`config.mk`:
```
export PLATFORM = sky130hd
export DESIGN_NAME = fft_sample_ram
export DESIGN_NICKNAME = d
export VERILOG_FILES = /design/src/rtl/fft_sample_ram.sv
export SDC_FILE = /design/constraint.sdc
export NUM_CORES = 1
export LEC_CHECK = 0
export CAP_MARGIN = 20
export CORE_MARGIN = 3
export CORE_UTILIZATION = 55
export DETAILED_ROUTE_END_ITERATION = 10
export PLACE_DENSITY = 0.78
export SLEW_MARGIN = 20
export SYNTH_ARGS = -nofsm -noshare
export SYNTH_HDL_FRONTEND = slang
export SYNTH_SLANG_ARGS = --single-unit
```
`constraint.sdc`:
```
create_clock -name clk -period 5.1 [get_ports clk]
set_input_delay 1.53 -clock clk [delete_from_list [all_inputs] [get_ports clk]]
set_output_delay 1.53 -clock clk [all_outputs]
set_load 0.01 [all_outputs]
```
`src/rtl/fft_sample_ram.sv`:
```
// Simple-dual-port frame sample memory with a sequenced zeroing clear and registered read port.
// Optional FFT_RAM_BITREV_EN: write address is bit-reversed so frames read back in bit-reversed order.
module fft_sample_ram #(
  parameter int DATA_W = 16,
  parameter int ADDR_W = 4
) (
  input  logic              clk,
  input  logic              reset,
  input  logic              clear,
  input  logic              wr_en,
  input  logic [ADDR_W-1:0] wr_addr,
  input  logic [DATA_W-1:0] wr_data,
  input  logic              rd_en,
  input  logic [ADDR_W-1:0] rd_addr,
  output logic [DATA_W-1:0] rd_data,
  output logic              rd_valid,
  output logic              busy
);

  localparam int DEPTH = 2 ** ADDR_W;

  typedef enum logic {
    CLEAR,
    READY
  } state_t;

  state_t            state;
  logic [ADDR_W-1:0] clr_cnt;
  logic [ADDR_W-1:0] waddr_eff;
  logic [DATA_W-1:0] mem [DEPTH];

`ifdef FFT_RAM_BITREV_EN
  always_comb begin
    waddr_eff = '0;
    for (int i = 0; i < ADDR_W; i++) waddr_eff[i] = wr_addr[ADDR_W-1-i];
  end
`else
  assign waddr_eff = wr_addr;
`endif

  // NOTE: the array has no reset branch so it maps onto block RAM; zeroing
  // is done one word per cycle by the CLEAR sequence instead.
  always_ff @(posedge clk) begin
    if (!reset) begin
      if (state == CLEAR) mem[clr_cnt] <= '0;
      else if (wr_en)     mem[waddr_eff] <= wr_data;
    end
  end

  // NOTE: non-blocking assignments make the read below sample the pre-write
  // contents, which is what gives the read-first collision behaviour.
  always_ff @(posedge clk) begin
    if (reset) begin
      state    <= CLEAR;
      clr_cnt  <= '0;
      busy     <= 1'b1;
      rd_valid <= 1'b0;
      rd_data  <= '0;
    end else begin
      case (state)
        CLEAR: begin
          rd_valid <= 1'b0;
          clr_cnt  <= clr_cnt + ADDR_W'(1);
          if (clr_cnt == ADDR_W'(DEPTH - 1)) begin
            state <= READY;
            busy  <= 1'b0;
          end
        end
        READY: begin
          rd_valid <= rd_en;
          if (rd_en) rd_data <= mem[rd_addr];
          // A write and a read in this same cycle still complete before the clear.
          if (clear) begin
            state   <= CLEAR;
            clr_cnt <= '0;
            busy    <= 1'b1;
          end
        end
        default: state <= CLEAR;
      endcase
    end
  end

endmodule
```
==> reports/qor.yml <==
timing:
  post-route-period-util_pct: 67.4
  hold_slack_ns: 0.503
  finalMaxSlewViolations: 0
  hold_viol_final: 0
  finalCriticalPeriod_ns: 3.44
  fmax_ghz: 0.291
  tns_ns: 0
  setup_viol: 0
  slew_headroom_pct: 48.5
  tightest_slew_ns: 0.772
  fin_skew_ns: 0.0126
  rsz0062_at_grt: "false"
drt:
  wl_um: 21900
  via_per_inst: 6.10
  drt_iter0_drc: 472
  firstDrtPassIters: 5
  wire_per_inst_um: 25.2
  vias: 5303
  drc: 0
  ant_nets: 0
clocking:
  cts_resized: 0
  hold_buffers: 0
  path_clk_slew_ns: 0.06
  cts_max_path_buffers: 3
  cts_tree: "done"
  htree_levels: 1
  clkLatencyLatePin_ns: 0.53
  cts_setup_buffers: 0
  cts.sinks: 279
  numCtsBuffers: 27
  root_buffer: "clkbuf_16"
pwr:
  seq_power_share_pct: 55.2
  p_leak_nw: 3.71
  p_sw_share_pct: 19.7
  p_int_w: 0.00365
  comb_power_share_pct: 4.0
  p_sw_w: 0.000895
  clkPwrFrac_pct: 40.9
  ir_drop_v: 0.000284
  pwr_density_cell_nw_per_um2: 365
synth:
  yosysWarnings: 0
  synth_top_cell_by_area: "edfxtp_1"
  synth_edf_count: 256
  synth_cells: 523
  ys_ff_latch: 279
  yosys-top-cells-count: "256 x edfxtp_1, 46 x mux4_2, 23 x dfxtp_1, 23 x nor2_1, 19 x mux2i_1"
  ys_types: 37
  synth_area_leaders: "edfxtp_1 71%, mux4_2 9.6%, dfxtp_1 4.3%, mux4_1 3.9%, mux2_2 1.8%"
  synth_seq_area_share_pct: 75.2
  ys.flop_type: "edfxtp_1"
  async_flop_share_pct: 0
  yosysTopAreaCellShare_pct: 71.0
  synth.avg_cell_area_um2: 20.7
  yosys.cell_count.top_type: "edfxtp_1"
  synth_fp_nets: 553
  synth_area_um2: 10800
critical_path:
  path_depth: 6
  reg2reg_depth: 5
  critPathBufInv: 2
  max_stage_delay_ns: 0.59
  end_kind: "flop"
  crit_path_cell_trace: "clkdlybuf4s50_1 > and3b_1 > mux2i_1 > nand2_1 > nor2_1 > buf_4"
  crit_fanout: 16
  crit_family: "simple AND/OR/NAND/NOR gates"
  worst_ep_required_time_ns: 5.31
  critPathLaunchType: "primary input"
  worstPathArrival_ns: 3.65
  cp_slowest_cell: "and3b_1"
  critPathKind: "primary input to flop"
finish:
  fillers: 1220
  stdcell_count: 869
  final_cell_area_um2: 12400
  final_nets: 622
  syn_to_final_growth_pct: 14.8
  final_layout_size_suffix_gt1_share_pct: 21.5
  n_antenna_cell: 0
  fin_util_pct: 65.4
flow_run:
  maxCapViolations: 0
die:
  start_util_pct: 57.0
  coreArea_um2: 19000
  dieArea_um2: 21400
  die_h_um: 146
  pin_count: 47
  die-width_um: 146
  rows: 50
grt:
  grt_max_degree: 35
  antenna_found_initial: 0
  overflow: 0
  grt_pass1_wl_um: 33700
  grt_pass1_vias: 5432
  grt_usage_pct: 20.7
placed_design:
  dp.cells: 823
  io_buffer_count: 46
  globalplace.congestion: 0.835
  postPlaceCellArea_um2: 11600
  dp_hpwl_um: 13400
outcome:
  status: "finished, final reports clean"
hold_path:
  hold_class: "flop to flop"
  min_path_cells: 1
## area by class of cell
class | instances | area, um^2 | share of cell area [%]
clock buffer | 31 | 691 | 5.55
multi-input combinational | 213 | 2520 | 20.3
tap | 260 | 325 | 2.62
sequential | 279 | 8150 | 65.5
timing repair buffer | 69 | 621 | 4.99
inverter | 2 | 7.51 | 0.0604
clock inverter | 15 | 124 | 0.996
## per-layer routing
layer / wire length [um] / GRT usage, % / vias to the layer above
li1: - / - / 2292
met1: 8900 / 29.5 / 2731
met2: 11000 / 34.1 / 241
met3: 1530 / 3.38 / 39
met4: 460 / 5.60 / 0
met5: 0 / 0 / -
## path summary, 6_finish.rpt
path                            slack (ns)                       to                     from
worst max register to register        2.68      mem[5][4]$_DFFE_PP_         state$_SDFF_PP0_
worst min register to register        0.50  rd_data[9]$_SDFFE_PP0P_  rd_data[9]$_SDFFE_PP0P_
worst max-delay path                  1.66      mem[5][4]$_DFFE_PP_                    reset
worst min-delay path                  0.50  rd_data[9]$_SDFFE_PP0P_  rd_data[9]$_SDFFE_PP0P_
## power by group through the flow
stage                     Sequential (W)  Combinational [W]  Clock (W)
final                            0.00251           0.000180    0.00186
after global routing             0.00251           0.000190    0.00199
after CTS                        0.00251           0.000181    0.00188
after detailed placement         0.00255           0.000179          0
after global placement           0.00255           0.000176          0
after floorplan                  0.00255           0.000123          0
## cells by family (layout without fill, tap and decap cells)
family                   after synthesis  after routing  share of synthesized area, %
AO/OA/AOI/OAI                         48             48                          2.92
XOR/XNOR                               1              1                        0.0809
adder cells (fa/ha/maj)                1              1                         0.115
buffers and inverters                 31            117                          1.61
flip-flops                           279            279                          75.2
multiplexers                          98             98                          17.0
AND/OR/NAND/NOR                       65             65                          3.10
## sequential cells by signal, indices dropped and copies added, names as in the netlist
| register | cells |
|---|---|
| mem | 256 |
| rd_data | 16 |
| clr_cnt | 4 |
| busy | 1 |
| rd_valid | 1 |
| state | 1 |
## placed cells by master, fill, tap and decap left out, types with 3 or more instances in the layout
master	instances
buf_4	24
a22oi_1	15
clkdlybuf4s50_1	43
a21oi_1	5
mux4_1	16
mux4_2	46
nor2_1	20
clkinv_2	5
clkbuf_16	27
dfxtp_1	23
a31oi_1	6
edfxtp_1	256
clkinv_1	6
and2_1	17
o21ai_1	14
clkbuf_1	4
mux2_2	17
nand2_1	8
nor2_2	3
mux2i_1	19
nand2b_1	5
## stage by stage
| step | total power (W) | setup WS (ns) |
|---|---|---|
| after floorplan | 0.00267 | 1.54 |
| after global placement | 0.00273 | 1.25 |
| after detailed placement | 0.00273 | 1.15 |
| after CTS | 0.00456 | 1.70 |
| after global routing | 0.00469 | 1.52 |
| final | 0.00454 | 1.66 |
(Power assumes the default switching activity.)
